## src/rtl/conv3x3_window_feeder_pkg.sv

```systemverilog
`default_nettype none
// ============================================================================
// Package  : conv_pkg
// Purpose  : Shared types and window-index constants for the 3x3 feeder.
// Revision : 1.0 - initial release
// ============================================================================
package conv_pkg;

   typedef enum logic [1:0] {
      IDLE   = 2'd0,
      FILL   = 2'd1,
      STREAM = 2'd2
   } feeder_state_t;

   localparam int WIN_ROWS = 3;
   localparam int WIN_COLS = 3;
   localparam int WIN_TAPS = WIN_ROWS * WIN_COLS;

   // Row slots inside the window: oldest line first, current line last.
   localparam int WIN_ROW_TOP = 0;
   localparam int WIN_ROW_MID = 1;
   localparam int WIN_ROW_CUR = 2;

   function automatic int win_idx(input int row, input int col);
      return row * WIN_COLS + col;
   endfunction

endpackage
`default_nettype wire

```

## src/rtl/conv3x3_window_feeder_line_buffer.sv

```systemverilog
`default_nettype none
// ============================================================================
// Module   : line_buffer
// Purpose  : One image row of delay; combinational read-before-write by column.
// Revision : 1.0 - initial release
// ============================================================================
module line_buffer #(
   parameter int DATA_WIDTH = 16,
   parameter int DEPTH      = 32,
   parameter int ADDR_WIDTH = $clog2(DEPTH)
) (
   input  logic                  clk,
   input  logic                  arst_n_in,
   input  logic                  we,
   input  logic [ADDR_WIDTH-1:0] addr,
   input  logic [DATA_WIDTH-1:0] din,
   output logic [DATA_WIDTH-1:0] dout
);

   logic [DATA_WIDTH-1:0] mem_q [DEPTH];

   // Storage is deliberately left unreset; stale rows are never emitted.
   logic unused_arst_n;
   assign unused_arst_n = arst_n_in;

   always_ff @(posedge clk) begin
      if (we) begin
         mem_q[addr] <= din;
      end
   end

   assign dout = mem_q[addr];

endmodule
`default_nettype wire

```

## src/rtl/conv3x3_window_feeder.sv

```systemverilog
`default_nettype none
// ============================================================================
// Module   : conv3x3_window_feeder
// Purpose  : Raster pixel stream to registered 3x3 valid-convolution windows.
// Revision : 1.0 - initial release
// ============================================================================
module conv3x3_window_feeder
   import conv_pkg::*;
#(
   parameter int DATA_WIDTH = 16,
   parameter int IMG_WIDTH  = 32,
   parameter int IMG_HEIGHT = 32
) (
   input  logic                  clk,
   input  logic                  arst_n_in,
   input  logic                  start,
   input  logic                  pix_valid,
   output logic                  pix_ready,
   input  logic [DATA_WIDTH-1:0] pix_data,
   output logic                  win_valid,
   output logic [DATA_WIDTH-1:0] win0,
   output logic [DATA_WIDTH-1:0] win1,
   output logic [DATA_WIDTH-1:0] win2,
   output logic [DATA_WIDTH-1:0] win3,
   output logic [DATA_WIDTH-1:0] win4,
   output logic [DATA_WIDTH-1:0] win5,
   output logic [DATA_WIDTH-1:0] win6,
   output logic [DATA_WIDTH-1:0] win7,
   output logic [DATA_WIDTH-1:0] win8,
   output logic                  busy,
   output logic                  frame_done
);

   localparam int CW = $clog2(IMG_WIDTH);
   localparam int RW = $clog2(IMG_HEIGHT);
   localparam logic [CW-1:0] COL_LAST      = CW'(IMG_WIDTH - 1);
   localparam logic [RW-1:0] ROW_LAST      = RW'(IMG_HEIGHT - 1);
   localparam logic [CW-1:0] COL_FIRST_WIN = CW'(2);
   localparam logic [RW-1:0] ROW_FIRST_WIN = RW'(2);
   localparam logic [RW-1:0] ROW_FILL_LAST = RW'(1);

   feeder_state_t         state_q, state_d;
   logic [CW-1:0]         col_q, col_d;
   logic [RW-1:0]         row_q, row_d;
   logic [DATA_WIDTH-1:0] shift_q [WIN_TAPS];
   logic [DATA_WIDTH-1:0] shift_d [WIN_TAPS];
   logic [DATA_WIDTH-1:0] win_q   [WIN_TAPS];
   logic                  win_valid_q, win_valid_d;
   logic                  frame_done_q, frame_done_d;
   logic                  accept, col_last, row_last, emit;
   logic [DATA_WIDTH-1:0] lb1_dout, lb0_dout;

   assign pix_ready = (state_q == FILL) || (state_q == STREAM);
   assign busy      = pix_ready;
   assign accept    = pix_valid && pix_ready;
   assign col_last  = (col_q == COL_LAST);
   assign row_last  = (row_q == ROW_LAST);
   assign emit      = accept && (row_q >= ROW_FIRST_WIN) && (col_q >= COL_FIRST_WIN);

   line_buffer #(
      .DATA_WIDTH (DATA_WIDTH),
      .DEPTH      (IMG_WIDTH),
      .ADDR_WIDTH (CW)
   ) u_lb1 (
      .clk       (clk),
      .arst_n_in (arst_n_in),
      .we        (accept),
      .addr      (col_q),
      .din       (pix_data),
      .dout      (lb1_dout)
   );

   line_buffer #(
      .DATA_WIDTH (DATA_WIDTH),
      .DEPTH      (IMG_WIDTH),
      .ADDR_WIDTH (CW)
   ) u_lb0 (
      .clk       (clk),
      .arst_n_in (arst_n_in),
      .we        (accept),
      .addr      (col_q),
      .din       (lb1_dout),
      .dout      (lb0_dout)
   );

   always_comb begin
      state_d      = state_q;
      col_d        = col_q;
      row_d        = row_q;
      frame_done_d = 1'b0;
      win_valid_d  = emit;
      case (state_q)
         IDLE: begin
            col_d = '0;
            row_d = '0;
            if (start) begin
               state_d = FILL;
            end
         end
         FILL: begin
            if (accept && col_last && (row_q == ROW_FILL_LAST)) begin
               state_d = STREAM;
            end
         end
         STREAM: begin
            if (accept && col_last && row_last) begin
               state_d      = IDLE;
               frame_done_d = 1'b1;
            end
         end
         default: state_d = IDLE;
      endcase
      if (accept) begin
         if (col_last) begin
            col_d = '0;
            row_d = row_last ? '0 : row_q + RW'(1);
         end else begin
            col_d = col_q + CW'(1);
         end
      end
   end

   // New column enters on the right; older columns slide towards index 0.
   always_comb begin
      shift_d = shift_q;
      for (int r = 0; r < WIN_ROWS; r++) begin
         shift_d[win_idx(r, 0)] = shift_q[win_idx(r, 1)];
         shift_d[win_idx(r, 1)] = shift_q[win_idx(r, 2)];
      end
      shift_d[win_idx(WIN_ROW_TOP, 2)] = lb0_dout;
      shift_d[win_idx(WIN_ROW_MID, 2)] = lb1_dout;
      shift_d[win_idx(WIN_ROW_CUR, 2)] = pix_data;
   end

   always_ff @(posedge clk or negedge arst_n_in) begin
      if (!arst_n_in) begin
         state_q      <= IDLE;
         col_q        <= '0;
         row_q        <= '0;
         win_valid_q  <= 1'b0;
         frame_done_q <= 1'b0;
         for (int i = 0; i < WIN_TAPS; i++) begin
            shift_q[i] <= '0;
            win_q[i]   <= '0;
         end
      end else begin
         state_q      <= state_d;
         col_q        <= col_d;
         row_q        <= row_d;
         win_valid_q  <= win_valid_d;
         frame_done_q <= frame_done_d;
         if (accept) begin
            shift_q <= shift_d;
         end
         if (emit) begin
            win_q <= shift_d;
         end
      end
   end

   assign win_valid  = win_valid_q;
   assign frame_done = frame_done_q;
   assign win0 = win_q[0];
   assign win1 = win_q[1];
   assign win2 = win_q[2];
   assign win3 = win_q[3];
   assign win4 = win_q[4];
   assign win5 = win_q[5];
   assign win6 = win_q[6];
   assign win7 = win_q[7];
   assign win8 = win_q[8];

endmodule
`default_nettype wire

```

## config.mk

```make
export PLATFORM = sky130hd
export DESIGN_NAME = conv3x3_window_feeder
export DESIGN_NICKNAME = d
export VERILOG_FILES = /design/src/rtl/conv3x3_window_feeder_pkg.sv /design/src/rtl/conv3x3_window_feeder_line_buffer.sv /design/src/rtl/conv3x3_window_feeder.sv
export SDC_FILE = /design/constraint.sdc
export NUM_CORES = 1
export LEC_CHECK = 0
export BUFFER_PORTS_ARGS = -buffer_cell sky130_fd_sc_hd__buf_2
export CORE_ASPECT_RATIO = 1.5
export CORE_UTILIZATION = 47
export CTS_CLUSTER_DIAMETER = 200
export CTS_CLUSTER_SIZE = 25
export DETAILED_ROUTE_END_ITERATION = 6
export HOLD_SLACK_MARGIN = 0.03
export PLACE_DENSITY = 0.68
export SETUP_SLACK_MARGIN = 0.3
export SLEW_MARGIN = 10
export SYNTH_ARGS = -nofsm -noshare
export SYNTH_HDL_FRONTEND = slang
export SYNTH_HIERARCHICAL = 1
export SYNTH_SLANG_ARGS = --single-unit
```

## constraint.sdc

```tcl
create_clock -name clk -period 6.75 [get_ports clk]
set_input_delay 1.35 -clock clk [delete_from_list [all_inputs] [get_ports clk]]
set_output_delay 1.35 -clock clk [all_outputs]
set_load 0.01 [all_outputs]
```

**Word-level counts from Yosys, hierarchy flattened**

Memories as Yosys holds them, arrays and structs flattened.
Index checks and enable logic that the tools add are counted.

- Register bits after elaboration: 254
- Input bits: 20
- Output and inout port bits: 148
- Logic and storage cells: 59
- Memories kept: 2
- Memory bits (writable): 1024

- Eq/ne operators: 8
- Add/subtract/negate cells: 2
- Reductions and logical operators: 10
- Muxes and demuxes: 15
- Magnitude comparators: 2

Memories:

| memory | depth | width | read ports | clocked after memory_dff | wr ports | line | text |
|---|---|---|---|---|---|---|---|
| u_lb0.mem_q | 32 | 16 | 1 | 0 | 1 | conv3x3_window_feeder_line_buffer.sv:20 | `logic [DATA_WIDTH-1:0] mem_q [DEPTH];` |
| u_lb1.mem_q | 32 | 16 | 1 | 0 | 1 | conv3x3_window_feeder_line_buffer.sv:20 |  |

Operators by type and width:

| kind | count |
|---|---|
| 2-to-1 mux 5 bit | 7 |
| adder 5 x 1 -> 5 bit (second input constant) | 2 |
| == test 5 bit (second input constant) | 2 |
| greater-or-equal comparator 5 x 2 -> 1 bit (second input constant) | 2 |
| logical AND 1 bit | 6 |
| 2-to-1 mux 2 bit | 3 |
| one-hot mux 2 bit (3 select lines) | 1 |
| == test 5 x 1 -> 1 bit (second input constant) | 1 |
| 2-to-1 mux 1 bit | 4 |
| != test 2 x 1 -> 1 bit (second input constant) | 2 |
| AND reduction 3 bit | 1 |
| == test 2 x 1 -> 1 bit (second input constant) | 1 |
| == test 2 bit (second input constant) | 1 |
| zero test 2 bit | 1 |
| != test 2 bit (second input constant) | 1 |
| nonzero test 2 bit | 1 |
| logical OR 1 bit | 1 |

**Longest topological paths before layout**

Gate-level depths: netlist of run 1.

- Depth after elaboration: 7
- Mapped depth: 9

**By module**

Netlist of run 1, hierarchy kept.

Modules (own cells, without submodules):

| module | area each (um^2) | instances | seq. area each (um^2) | cells an instance |
|---|---|---|---|---|
| line_buffer | 19728.9 | 2 | 15374.7 | 1070 |
| conv3x3_window_feeder | 9900.7 | 1 | 6356.1 | 794 |

**Least setup slack after synthesis of run 1**

Ideal clock, no wire load.

- Kind: input -> register
- From: input port pix_valid
- To: memory u_lb0.mem_q[24][0] (enable)
- Data arrival time: 3.774 ns
- Setup time: 0.409 ns
- Stages: 6
- Slack: 2.566 ns
- Cells stage by stage: nand2_1 > inv_2 > clkbuf_1 > or3b_2 > clkbuf_1 > nor3_1

- Cells in the longest elaborated chain, start to end: 3

Ends and longest elaborated chain:

| element | line | text |
|---|---|---|
| start, declared | conv3x3_window_feeder.sv:17 | `input logic pix_valid,` |
| logical AND 1 bit | conv3x3_window_feeder.sv:55 | `assign accept = pix_valid && pix_ready;` |
| via accept | conv3x3_window_feeder.sv:50 | `logic accept, col_last, row_last, emit;` |
| 2-to-1 mux 1 bit | conv3x3_window_feeder_line_buffer.sv:27 | `if (we) begin` |
| 2-to-1 mux 1 bit (implied by the code) | conv3x3_window_feeder_line_buffer.sv:28 | `mem_q[addr] <= din;` |
| end, declared | conv3x3_window_feeder_line_buffer.sv:20 |  |

The timed path passes the listed nets, and every way through them passes these cells.

**Worst setup path after layout of run 1**

- From: register col_q[1]
- To: memory u_lb0.mem_q[15][12], data pin

- Cells in the longest elaborated chain, start to end: 1

Ends and longest elaborated chain:

| element | line | text |
|---|---|---|
| start, declared | conv3x3_window_feeder.sv:43 | `logic [CW-1:0] col_q, col_d;` |
| start signal, assigned | conv3x3_window_feeder.sv:148 | `col_q <= col_d;` |
| memory (32 x 16 bit) | - |  |
| via lb1_dout[12] | conv3x3_window_feeder.sv:51 | `logic [DATA_WIDTH-1:0] lb1_dout, lb0_dout;` |

The timed path passes the listed nets, and every way through them passes these cells.

==> metrics.log, run 1 <==
[metrics] number of global-route vias before repair: between 20000 and 30000
[metrics] fin crit period: between 4 and 5 ns
[metrics] setup repair after global routing missed its margin: false
[metrics] distinct cell type count after synthesis: 44
[metrics] part of the Yosys area used for sequential elements: 75.2%
[metrics] mean number of vias per cell: 5.68
[metrics] die area: 106000 sq um
[metrics] proportion of power drawn by the clock network: approximately a fifth
[metrics] commonest non-fill, non-tap cell in the layout: sky130_fd_sc_hd__edfxtp_1
[metrics] first-iteration detailed-routing DRC count: about 2200
[metrics] element type at the critical path start: flip-flop
[metrics] post-cts hold buffer count: 0
[metrics] Worst Max-Slew Pin Slew: between 1 and 1.5 ns
[metrics] synthesis-stage register bit count: about 1300
[metrics] dpl ws: roughly 2.3 ns
[metrics] hold depth: 2
[metrics] ratio of final minimum period to clock period: approximately two thirds
[metrics] core region area: between 100000 and 150000 sq um
[metrics] Top Layer Used: met4
[metrics] Hold EP: shift_d[81]$_DFFE_PN0N_
[metrics] ratio of cells with drive above 1 in the final layout: 16.1%
[metrics] final core utilization: ~50%
[metrics] clock latency reported for the late side of the worst-skew pair: 0.70 ns
[metrics] TritonCTS clock tree: yes
[metrics] normalized max-slew margin: between 20% and 30%
[metrics] ANT nets after route: 0
[metrics] endpoint type of the worst setup path: flip-flop
[metrics] worst clock skew: approximately 0.065 ns
[metrics] setup slack of the critical path after layout: between 2 and 2.5 ns
[metrics] chip width: roughly 270 um
[metrics] combinational fraction of design power: a little over a quarter
[metrics] main area contributors after synthesis: sky130_fd_sc_hd__edfxtp_1 (62%), sky130_fd_sc_hd__dfrtp_1 (13%), sky130_fd_sc_hd__mux2i_1 (10%)
[metrics] number of buffers created by CTS: between 50 and 60
[metrics] most frequent cells in the layout: sky130_fd_sc_hd__edfxtp_1 (1024), sky130_fd_sc_hd__mux2i_1 (512), sky130_fd_sc_hd__nand2_1 (332)
[metrics] sequential power share: between 50% and 60%
[metrics] H-tree lvl count: 2
[metrics] initial core utilization: ~47%
[metrics] final number of max-transition violations: 0
[metrics] clock net sink count: 1278
[metrics] cell area after synthesis: ~49000 sq um
[metrics] Setup CP Type: reg -> reg
[metrics] reg2reg setup slack: 2.32 ns
[metrics] class of the tightest hold or removal check: reg -> reg
[metrics] pin count of the biggest net entering global routing: between 100 and 150
[metrics] Max VDD drop: roughly 0.00029 V
[metrics] share of async-settable or async-resettable flops after synthesis: between 10% and 20%
[metrics] WL met1: roughly 42000 um
[metrics] average size of a mapped cell: 16.8 sq um
[metrics] internal power: ~13000 uW
[metrics] initial antenna violation count: 0
[metrics] Mapped Cells: just under 3000
[metrics] count of yosys warnings during synthesis: 6
[metrics] count of instances resized after the clock tree is built: 0
[metrics] DRC Markers: 0
[metrics] power spent charging and discharging nets: slightly above 6000 uW
[metrics] estimated wirelength of the detail-placed design: about 75000 um
[metrics] final setup violation count: 0
[metrics] Leak Pwr: around 0.020 uW
[metrics] Crit path required time: 7.12 ns
[metrics] I/O pin count: between 150 and 200
[metrics] overflow left after global routing: 0
[metrics] outcome: completed
[metrics] share of total power consumed by net switching: about 31%
[metrics] primary flip-flop cell chosen by synthesis mapping: sky130_fd_sc_hd__edfxtp_1
[metrics] origin of the critical flop-to-flop path: col_q[1]$_DFFE_PN0P_
[metrics] total nets after synthesis: 2964
[metrics] number of enable-type register cells in the synthesized netlist: ~1000
[metrics] CTS max path bufs: 3
[metrics] power density normalized to cell area: approximately 360 nW/um^2
[metrics] Worst EP arrival: between 4 and 5 ns
[metrics] total global routing track utilization: between 20% and 30%
[metrics] detailed-routed wire length on met3: between 4000 and 5000 um
[metrics] Port Buffer Count: around 170
[metrics] height of the chip: between 300 and 400 um
[metrics] global-route wire length before repair: about 170000 um
[metrics] Initial DRT Pass Iterations: 6
[metrics] buffer count from post-CTS setup fixing: 0
[metrics] cell at the root of the clock tree: sky130_fd_sc_hd__clkbuf_16
[metrics] cell type contributing the most total cell area after synthesis: sky130_fd_sc_hd__edfxtp_1
[metrics] maximum clock frequency: 226 MHz
[metrics] area share of the leading cell type in the synthesized netlist: about 62%
[metrics] highest fanout seen on the critical path: just under 80
[metrics] setup_tns: 0 ns
[metrics] destination of the worst register-to-register timing path: u_lb0/mem_q[15][12]$_DFFE_PP_
[metrics] Layout Area Growth over Synthesis: 8.51%
[metrics] GP Congestion: between 0.8 and 0.9
[metrics] routed length per placed instance: ~26 um
[metrics] number of maximum-capacitance violations: 0
[metrics] Final #Nets: ~3100
[metrics] via count: roughly 26000
[metrics] hold violation total from the final report: 0
[metrics] R2R depth: 7
[metrics] clk slew on worst S/H paths: roughly 0.10 ns
[metrics] Total Wirelength: approximately 120000 um
[metrics] minimum hold slack: slightly below 0.5 ns
[metrics] wire length on met2: 63000 um
[metrics] Core Rows: about 150
[metrics] hold wc startpoint: shift_d[81]$_DFFE_PN0N_
registers in the layout, summed over array words and instances, names as in the netlist, 2 cells and up:
register,cells
row_q,5
win4,16
win5,16
col_q,5
win0,16
u_lb1/mem_q,512
state_q,2
win1,16
u_lb0/mem_q,512
win7,16
shift_d,96
win3,16
win8,16
win2,16
win6,16
critical path: stages, from the launching register on:
cell	delay, ns
sky130_fd_sc_hd__dfrtp_4	0.90
sky130_fd_sc_hd__buf_12	0.48
sky130_fd_sc_hd__buf_4	0.59
sky130_fd_sc_hd__mux2i_1	0.26
sky130_fd_sc_hd__o22ai_1	0.13
sky130_fd_sc_hd__nor4_1	0.56
sky130_fd_sc_hd__nand2_1	0.61
sky130_fd_sc_hd__buf_4	0.41
per-layer routing:
| layer | GRT usage (%) | vias up |
|---|---|---|
| li1 | - | 11528 |
| met1 | 25.0 | 13160 |
| met2 | 39.7 | 769 |
| met3 | 2.06 | 227 |
| met4 | 14.2 | 0 |
| met5 | 0 | - |
worst max-delay path by stage:
stage	slack, ns	end	startpoint
CTS	2.42	u_lb0/mem_q[22][12]$_DFFE_PP_	col_q[1]$_DFFE_PN0P_
detailed placement	2.30	u_lb0/mem_q[12][8]$_DFFE_PP_	pix_valid
finish	2.32	u_lb0/mem_q[15][12]$_DFFE_PP_	col_q[1]$_DFFE_PN0P_
global route	2.22	u_lb0/mem_q[14][12]$_DFFE_PP_	col_q[1]$_DFFE_PN0P_
global placement	2.41	u_lb1/mem_q[8][9]$_DFFE_PP_	pix_valid
floorplan	2.57	u_lb0/mem_q[24][0]$_DFFE_PP_	pix_valid
cells by family after synthesis:
family / count (synthesis) / share of synthesized area, %
DFF: 1278 / 75.2
muxes: 657 / 14.1
and+or+nand+nor: 538 / 5.06
AOI/OAI and AO/OA: 272 / 3.49
buffers and inverters: 177 / 1.92
adders and majority gates: 10 / 0.253
xor gates and xnor gates: 2 / 0.0355
per-stage QoR:
stage               total power, uW  cell area [sq um]  instances
floorplan                     13600              49400       2934
global placement              15700              51900       4433
detailed placement            15800              51900       4433
CTS                           19600              53500       4517
global route                  20100              53600       4517
finish                        19400              53600       4518
area by class of cell:
class | count | area [sq um]
fill | 8469 | 50600
sequential | 1278 | 37100
multi-input combinational | 1479 | 11400
tap | 1396 | 1750
timing repair buffer | 272 | 1680
clock buffer | 81 | 1540
clock inverter | 3 | 68.8
inverter | 8 | 32.5
antenna | 1 | 2.50
Yosys cell counts (2+ instances only):
cell,instances
sky130_fd_sc_hd__or3b_2,6
sky130_fd_sc_hd__nand3b_1,10
sky130_fd_sc_hd__nor4_1,64
sky130_fd_sc_hd__o22ai_2,2
sky130_fd_sc_hd__mux2_2,96
sky130_fd_sc_hd__nand4b_1,8
sky130_fd_sc_hd__nand2b_1,2
sky130_fd_sc_hd__mux2_4,49
sky130_fd_sc_hd__clkbuf_1,39
sky130_fd_sc_hd__o21ai_0,7
sky130_fd_sc_hd__or3_1,2
sky130_fd_sc_hd__inv_1,7
sky130_fd_sc_hd__dfrtp_1,254
sky130_fd_sc_hd__o22ai_1,254
sky130_fd_sc_hd__buf_6,18
sky130_fd_sc_hd__or4_1,3
sky130_fd_sc_hd__and3_1,4
sky130_fd_sc_hd__buf_2,98
sky130_fd_sc_hd__buf_1,3
sky130_fd_sc_hd__edfxtp_1,1024
sky130_fd_sc_hd__o31ai_1,3
sky130_fd_sc_hd__nand4_1,2
sky130_fd_sc_hd__or4b_4,2
sky130_fd_sc_hd__clkbuf_2,6
sky130_fd_sc_hd__mux2i_1,512
sky130_fd_sc_hd__buf_4,5
sky130_fd_sc_hd__nand3_1,7
sky130_fd_sc_hd__nor3_1,11
sky130_fd_sc_hd__ha_1,10
sky130_fd_sc_hd__nor2_1,64
sky130_fd_sc_hd__nand2_1,333
sky130_fd_sc_hd__or4b_1,6
sky130_fd_sc_hd__nand4bb_1,12
power groups by stage:
stage,clock (uW),sequential (uW),combinational [uW]
2_1_floorplan,0,10600,2960
3_3_place_gp,0,10600,5080
3_5_place_dp,0,10600,5170
4_1_cts,4000,10400,5160
5_1_grt,4230,10500,5400
6_report,3930,10400,5090
Note: power is estimated with default switching activity, not from simulation.
==> run 2, diff against run 1 <==
--- a/config.mk
+++ b/config.mk
@@ -12,7 +12,7 @@
 export CTS_CLUSTER_SIZE = 25
 export DETAILED_ROUTE_END_ITERATION = 6
 export HOLD_SLACK_MARGIN = 0.03
-export PLACE_DENSITY = 0.68
+export PLACE_DENSITY = 0.71
 export SETUP_SLACK_MARGIN = 0.3
 export SLEW_MARGIN = 10
 export SYNTH_ARGS = -nofsm -noshare
==> constraint.sdc (replaced) <==
create_clock -name clk -period 3.9 [get_ports clk]
set_input_delay 0.78 -clock clk [delete_from_list [all_inputs] [get_ports clk]]
set_output_delay 0.78 -clock clk [all_outputs]
set_load 0.01 [all_outputs]
==> run 2 against run 1 <==
Effect of this change:
- first-iteration DRC count is 10% higher
- core utilization is 0.68 points higher
- critical path depth stayed put
- sequential share of layout area is 0.91 points lower
- register-to-register slack worse by 1.8 ns
- cell area is 1.3% higher
- critical path type unchanged
==> metrics.log, run 2 (synthesis gave the netlist of run 1 again) <==
[metrics] H-tree lvl count: 2 (unchanged)
[metrics] hold violation total from the final report: 0 (unchanged)
[metrics] clk slew on worst S/H paths: 0.10 ns (about the same)
[metrics] height of the chip: 399 um (unchanged)
[metrics] outcome: completed (unchanged)
[metrics] global-route wire length before repair: 174000 um (was 170000 um)
[metrics] setup slack of the critical path after layout: 0.476 ns (was 2.32 ns)
[metrics] setup_tns: 0 ns (unchanged)
[metrics] total global routing track utilization: 22.5% (was 22.0%)
[metrics] first-iteration detailed-routing DRC count: 2406 (was 2179)
[metrics] via count: 26492 (was 25684)
[metrics] Top Layer Used: met4 (unchanged)
[metrics] number of global-route vias before repair: 26065 (was 25420)
[metrics] Worst Max-Slew Pin Slew: 0.994 ns (was 1.18 ns)
[metrics] Layout Area Growth over Synthesis: 9.96% (was 8.51%)
[metrics] fin crit period: 3.42 ns (was 4.43 ns)
[metrics] most frequent cells in the layout: sky130_fd_sc_hd__edfxtp_1 (1024), sky130_fd_sc_hd__mux2i_1 (512), sky130_fd_sc_hd__nand2_1 (332) (unchanged)
[metrics] R2R depth: 7 (unchanged)
[metrics] Max VDD drop: 0.000462 V (was 0.000294 V)
[metrics] cells along the critical path: buf_12, buf_4, mux2i_1, o22ai_1, nor4_1, nand2_1, buf_4 (unchanged)
[metrics] Initial DRT Pass Iterations: 7 (was 6)
[metrics] ANT nets after route: 0 (unchanged)
[metrics] clock net sink count: 1278 (unchanged)
[metrics] cell at the root of the clock tree: sky130_fd_sc_hd__clkbuf_16 (unchanged)
[metrics] Core Rows: 145 (unchanged)
[metrics] initial antenna violation count: 0 (unchanged)
[metrics] critical path launch point: col_q[1]$_DFFE_PN0P_ (unchanged)
[metrics] final number of max-transition violations: 0 (unchanged)
[metrics] initial core utilization: 47.4% (unchanged)
[metrics] endpoint of the worst setup timing path: u_lb0/mem_q[22][7]$_DFFE_PP_ (was u_lb0/mem_q[15][12]$_DFFE_PP_)
[metrics] Antenna Diode Count: 0 (was 1)
[metrics] WL met1: 41900 um (about the same)
[metrics] DRC Markers: 0 (unchanged)
[metrics] origin of the critical flop-to-flop path: col_q[1]$_DFFE_PN0P_ (unchanged)
[metrics] ratio of cells with drive above 1 in the final layout: 17.5% (was 16.1%)
[metrics] critical path's most frequent cell: sky130_fd_sc_hd__buf_4 (unchanged)
[metrics] overflow left after global routing: 0 (unchanged)
[metrics] setup repair after global routing missed its margin: false (unchanged)
[metrics] class of the tightest hold or removal check: in -> async (was reg -> reg)
[metrics] commonest non-fill, non-tap cell in the layout: sky130_fd_sc_hd__edfxtp_1 (unchanged)
[metrics] element type at the critical path start: flip-flop (unchanged)
[metrics] final setup violation count: 0 (unchanged)
[metrics] Crit path required time: 4.23 ns (was 7.12 ns)
[metrics] routed length per placed instance: 26.2 um (was 26.1 um)
[metrics] core region area: 104000 sq um (unchanged)
[metrics] I/O pin count: 168 (unchanged)
[metrics] CTS max path bufs: 3 (unchanged)
[metrics] ratio of final minimum period to clock period: 87.8% (was 65.7%)
[metrics] buffer count from post-CTS setup fixing: 0 (unchanged)
[metrics] highest fanout seen on the critical path: 33 (was 77)
[metrics] normalized max-slew margin: 33.1% (was 21.4%)
[metrics] placed standard-cell area: 52600 sq um (was 51900 sq um)
[metrics] power density normalized to cell area: 630 nW/um^2 (was 363 nW/um^2)
[metrics] post-cts hold buffer count: 0 (unchanged)
[metrics] clock latency reported for the late side of the worst-skew pair: 0.69 ns (was 0.70 ns)
[metrics] estimated wirelength of the detail-placed design: 78700 um (was 74900 um)
[metrics] pin count of the biggest net entering global routing: 88 (was 149)
[metrics] GP Congestion: 0.978 (was 0.885)
[metrics] endpoint type of the worst setup path: flip-flop (unchanged)
[metrics] number of buffers created by CTS: 57 (unchanged)
[metrics] reg2reg setup slack: 0.48 ns (was 2.32 ns)
[metrics] Final #Nets: 3186 (was 3126)
[metrics] post-route cell area: 54300 sq um (was 53600 sq um)
[metrics] chip width: 267 um (unchanged)
[metrics] CP max-delay cell: sky130_fd_sc_hd__dfrtp_4 (unchanged)
[metrics] worst clock skew: 0.0673 ns (was 0.0649 ns)
[metrics] Setup CP Type: reg -> reg (unchanged)
[metrics] destination of the worst register-to-register timing path: u_lb0/mem_q[22][7]$_DFFE_PP_ (was u_lb0/mem_q[15][12]$_DFFE_PP_)
[metrics] detailed-routed wire length on met3: 5800 um (was 4680 um)
[metrics] TritonCTS clock tree: yes (unchanged)
[metrics] dpl ws: 0.500 ns (was 2.30 ns)
[metrics] minimum hold slack: 0.0825 ns (was 0.480 ns)
[metrics] maximum clock frequency: 292 MHz (was 226 MHz)
[metrics] Total Wirelength: 120000 um (was 118000 um)
[metrics] Port Buffer Count: 167 (unchanged)
[metrics] final core utilization: 52.1% (was 51.4%)
[metrics] count of instances resized after the clock tree is built: 0 (unchanged)
[metrics] mean number of vias per cell: 5.76 (was 5.68)
[metrics] Worst EP arrival: 3.76 ns (was 4.80 ns)
[metrics] die area: 106000 sq um (unchanged)
[metrics] Critical Path Max Stage Delay: 0.77 ns (was 0.90 ns)
[metrics] Leak Pwr: 0.0200 uW (was 0.0196 uW)
[metrics] wire length on met2: 63500 um (was 63000 um)
[metrics] number of inserted filler cells in the final layout: 8366 (was 8469)
[metrics] number of maximum-capacitance violations: 0 (unchanged)
run 2: cell type report:
type | instances | area, sq um | share of cell area [%]
inverter | 8 | 32.5 | 0.0599
tap | 1396 | 1750 | 3.22
clock inverter | 2 | 60.1 | 0.111
timing repair buffer | 332 | 2310 | 4.26
sequential | 1278 | 37100 | 68.4
clock buffer | 105 | 1650 | 3.04
multi-input combinational | 1479 | 11400 | 20.9
run 2: layer usage:
metal	vias to the layer above	track usage [%]
met5	-	0
met4	0	15.1
met3	304	2.25
met2	967	40.6
met1	13557	25.2
li1	11664	-
run 2: critical path: cells and delay by family (launching register included):
kind | cells | cell delay, ns
simple gates | 2 | 0.74
buf+inv | 3 | 0.79
compound gates | 1 | 0.16
flops | 1 | 0.77
mux | 1 | 0.58
run 2: worst min-delay path by stage:
stage | depth (start not counted) | from | to
after CTS | 1 | arst_n_in | win0[10]$_DFFE_PN0P_
after global placement | 2 | shift_d[86]$_DFFE_PN0N_ | shift_d[86]$_DFFE_PN0N_
after global routing | 1 | arst_n_in | win0[10]$_DFFE_PN0P_
after detailed placement | 2 | shift_d[46]$_DFFE_PN0N_ | shift_d[46]$_DFFE_PN0N_
final | 1 | arst_n_in | shift_d[138]$_DFFE_PN0N_
after floorplan | 2 | shift_d[143]$_DFFE_PN0N_ | shift_d[143]$_DFFE_PN0N_
run 2: stage by stage:
| stage | instances | power [uW] |
|---|---|---|
| after global placement | 4493 | 27500 |
| after floorplan | 2934 | 23500 |
| after global routing | 4600 | 35500 |
| after detailed placement | 4493 | 27700 |
| after CTS | 4600 | 34400 |
| final | 4600 | 34200 |
run 2: where the power goes:
group	leakage [uW]	total [uW]	switching [uW]	internal, uW
Combinational	0.00681	9190	5640	3560
Sequential	0.0124	18100	953	17200
Clock	0.000804	6900	4000	2900
Total	0.0200	34200	10600	23600
==> run 3, diff against run 2 <==
--- a/config.mk
+++ b/config.mk
@@ -7,12 +7,12 @@
 export LEC_CHECK = 0
 export BUFFER_PORTS_ARGS = -buffer_cell sky130_fd_sc_hd__buf_2
 export CORE_ASPECT_RATIO = 1.5
-export CORE_UTILIZATION = 47
+export CORE_UTILIZATION = 55
 export CTS_CLUSTER_DIAMETER = 200
 export CTS_CLUSTER_SIZE = 25
 export DETAILED_ROUTE_END_ITERATION = 6
 export HOLD_SLACK_MARGIN = 0.03
-export PLACE_DENSITY = 0.71
+export PLACE_DENSITY = 0.8
 export SETUP_SLACK_MARGIN = 0.3
 export SLEW_MARGIN = 10
 export SYNTH_ARGS = -nofsm -noshare
==> run 3 against run 2 <==
Effect of this change:
- sequential cell count is the same
- combinational power grew 0.9%
- total power shrank 0.22%
- count of clock-buffer cells in the layout shrank 14
- maximum frequency shrank 0.53%
- critical path type unchanged
==> metrics.log, run 3 (synthesis gave the netlist of run 1 again) <==
[metrics] setup repair after global routing missed its margin: false (unchanged)
[metrics] R2R depth: 7 (unchanged)
[metrics] storage element area: 37100 sq um (unchanged)
[metrics] Initial DRT Pass Iterations: 6 (was 7)
[metrics] clock latency reported for the late side of the worst-skew pair: 0.69 ns (about the same)
[metrics] minimum hold slack: 0.100 ns (was 0.0825 ns)
[metrics] WL met1: 41000 um (was 41900 um)
[metrics] critical path's most frequent cell: sky130_fd_sc_hd__buf_4 (unchanged)
[metrics] Worst EP arrival: 4.02 ns (was 3.76 ns)
[metrics] DRC Markers: 0 (unchanged)
[metrics] number of inserted filler cells in the final layout: 6254 (was 8366)
[metrics] Total Wirelength: 120000 um (about the same)
[metrics] highest fanout seen on the critical path: 24 (was 33)
[metrics] reg2reg setup slack: 0.46 ns (was 0.48 ns)
[metrics] number of buffers created by CTS: 57 (unchanged)
[metrics] core region area: 88900 sq um (was 104000 sq um)
[metrics] normalized max-slew margin: 24.6% (was 33.1%)
[metrics] wire length on met2: 61800 um (was 63500 um)
[metrics] origin of the critical flop-to-flop path: col_q[4]$_DFFE_PN0P_ (was col_q[1]$_DFFE_PN0P_)
[metrics] CP max-delay cell: sky130_fd_sc_hd__dfrtp_1 (was sky130_fd_sc_hd__dfrtp_4)
[metrics] global-route wire length before repair: 175000 um (was 174000 um)
[metrics] destination of the worst register-to-register timing path: win2[14]$_DFFE_PN0P_ (was u_lb0/mem_q[22][7]$_DFFE_PP_)
[metrics] post-cts hold buffer count: 0 (unchanged)
[metrics] Antenna Diode Count: 0 (unchanged)
[metrics] Max VDD drop: 0.000488 V (was 0.000462 V)
[metrics] H-tree lvl count: 2 (unchanged)
[metrics] class of the tightest hold or removal check: in -> async (unchanged)
[metrics] multi-input gate area in the final layout: 11400 sq um (about the same)
[metrics] Core Rows: 134 (was 145)
[metrics] via count: 27232 (was 26492)
[metrics] most frequent cells in the layout: sky130_fd_sc_hd__edfxtp_1 (1024), sky130_fd_sc_hd__mux2i_1 (512), sky130_fd_sc_hd__nand2_1 (332) (unchanged)
[metrics] count of instances resized after the clock tree is built: 0 (unchanged)
[metrics] TritonCTS clock tree: yes (unchanged)
[metrics] estimated wirelength of the detail-placed design: 77700 um (was 78700 um)
[metrics] Setup CP Type: reg -> reg (unchanged)
[metrics] first-iteration detailed-routing DRC count: 2952 (was 2406)
[metrics] hold violation total from the final report: 0 (unchanged)
[metrics] die area: 91000 sq um (was 106000 sq um)
[metrics] worst clock skew: 0.0720 ns (was 0.0673 ns)
[metrics] GP Congestion: 0.982 (was 0.978)
[metrics] critical path launch point: col_q[4]$_DFFE_PN0P_ (was col_q[1]$_DFFE_PN0P_)
[metrics] Critical Path Max Stage Delay: 0.74 ns (was 0.77 ns)
[metrics] power density normalized to cell area: 632 nW/um^2 (was 630 nW/um^2)
[metrics] ratio of cells with drive above 1 in the final layout: 17.9% (was 17.5%)
[metrics] number of global-route vias before repair: 26971 (was 26065)
[metrics] initial core utilization: 55.5% (was 47.4%)
[metrics] number of maximum-capacitance violations: 0 (unchanged)
[metrics] chip width: 247 um (was 267 um)
[metrics] mean number of vias per cell: 6.25 (was 5.76)
[metrics] Crit path required time: 4.48 ns (was 4.23 ns)
[metrics] commonest non-fill, non-tap cell in the layout: sky130_fd_sc_hd__edfxtp_1 (unchanged)
[metrics] maximum clock frequency: 291 MHz (was 292 MHz)
[metrics] overflow left after global routing: 0 (unchanged)
[metrics] clk slew on worst S/H paths: 0.10 ns (about the same)
[metrics] Port Buffer Count: 167 (unchanged)
[metrics] cell at the root of the clock tree: sky130_fd_sc_hd__clkbuf_16 (unchanged)
[metrics] endpoint type of the worst setup path: flip-flop (unchanged)
[metrics] setup_tns: 0 ns (unchanged)
[metrics] final setup violation count: 0 (unchanged)
[metrics] I/O pin count: 168 (unchanged)
[metrics] cells along the critical path: buf_4, buf_4, or4_1, o22ai_1, nor4_1, nand2_1, mux2_4 (was buf_12, buf_4, mux2i_1, o22ai_1, nor4_1, nand2_1, buf_4)
[metrics] buffer count from post-CTS setup fixing: 0 (unchanged)
[metrics] routed length per placed instance: 27.5 um (was 26.2 um)
[metrics] ANT nets after route: 0 (unchanged)
[metrics] pin count of the biggest net entering global routing: 93 (was 88)
[metrics] initial antenna violation count: 0 (unchanged)
[metrics] final number of max-transition violations: 0 (unchanged)
[metrics] clock net sink count: 1278 (unchanged)
[metrics] total global routing track utilization: 26.5% (was 22.5%)
[metrics] outcome: completed (unchanged)
[metrics] Leak Pwr: 0.0200 uW (about the same)
[metrics] Final #Nets: 3198 (was 3186)
[metrics] element type at the critical path start: flip-flop (unchanged)
[metrics] fin crit period: 3.44 ns (was 3.42 ns)
[metrics] Worst Max-Slew Pin Slew: 1.13 ns (was 0.994 ns)
[metrics] Layout Area Growth over Synthesis: 9.43% (was 9.96%)
[metrics] Top Layer Used: met4 (unchanged)
[metrics] detailed-routed wire length on met3: 7480 um (was 5800 um)
[metrics] CTS max path bufs: 3 (unchanged)
[metrics] height of the chip: 369 um (was 399 um)
[metrics] ratio of final minimum period to clock period: 88.3% (was 87.8%)
## run 3: cell count changes in the layout (fill, tap and decap cells not counted)
cell	delta
sky130_fd_sc_hd__clkbuf_1	-12
sky130_fd_sc_hd__buf_4	+11
sky130_fd_sc_hd__clkbuf_16	-2
sky130_fd_sc_hd__buf_12	+1
sky130_fd_sc_hd__clkinv_8	+1
sky130_fd_sc_hd__inv_6	+1
sky130_fd_sc_hd__nor4_1	-1
sky130_fd_sc_hd__nor4_2	+1
## run 3: critical path, delay by kind of cell, from the launching register on
family	cells	cell delay (ns)
AOI/OAI and AO/OA	1	0.22
and+or+nand+nor	3	1.60
DFF	1	0.74
muxes	1	0.31
buffers and inverters	2	0.49
## run 3: routing by layer
layer | track usage (%) | up-vias
met1 | 30.5 | 13819
met2 | 46.5 | 1366
met3 | 2.66 | 362
met4 | 17.9 | 0
met5 | 0 | -
li1 | - | 11685
## run 3: worst max path at each step
| stage | depth (start not counted) | end |
|---|---|---|
| 6_report | 7 | win2[14]$_DFFE_PN0P_ |
| 5_1_grt | 7 | win2[0]$_DFFE_PN0P_ |
| 4_1_cts | 8 | win5[8]$_DFFE_PN0P_ |
| 3_3_place_gp | 8 | win5[8]$_DFFE_PN0P_ |
| 3_5_place_dp | 8 | win5[8]$_DFFE_PN0P_ |
| 2_1_floorplan | 7 | u_lb0/mem_q[25][0]$_DFFE_PP_ |
## run 3: area by class of cell
type,instances,share of cell area [%]
Tap cell,1156,2.68
Inverter,8,0.0602
Clock inverter,4,0.158
Clock buffer,91,2.88
Multi-Input combinational cell,1479,21.1
Timing Repair Buffer,344,4.47
Sequential cell,1278,68.7
## run 3: where the power goes
part | internal [uW] | switching, uW | total [uW]
registers | 17200 | 964 | 18100
clock network | 2780 | 3960 | 6740
logic | 3590 | 5680 | 9270
## run 3: stage by stage
stage / setup WS, ns / total power [uW] / cell area, sq um / std cells / utilization [%]
detailed placement: 0.530 / 27600 / 52400 / 4265 / 58.9
finish: 0.458 / 34100 / 54000 / 4360 / 60.8
CTS: 0.506 / 34200 / 54000 / 4360 / 60.8
global route: 0.436 / 35200 / 54000 / 4360 / 60.8
floorplan: 0.596 / 23500 / 49400 / 2934 / -
global placement: 0.564 / 27400 / 52400 / 4265 / 58.9
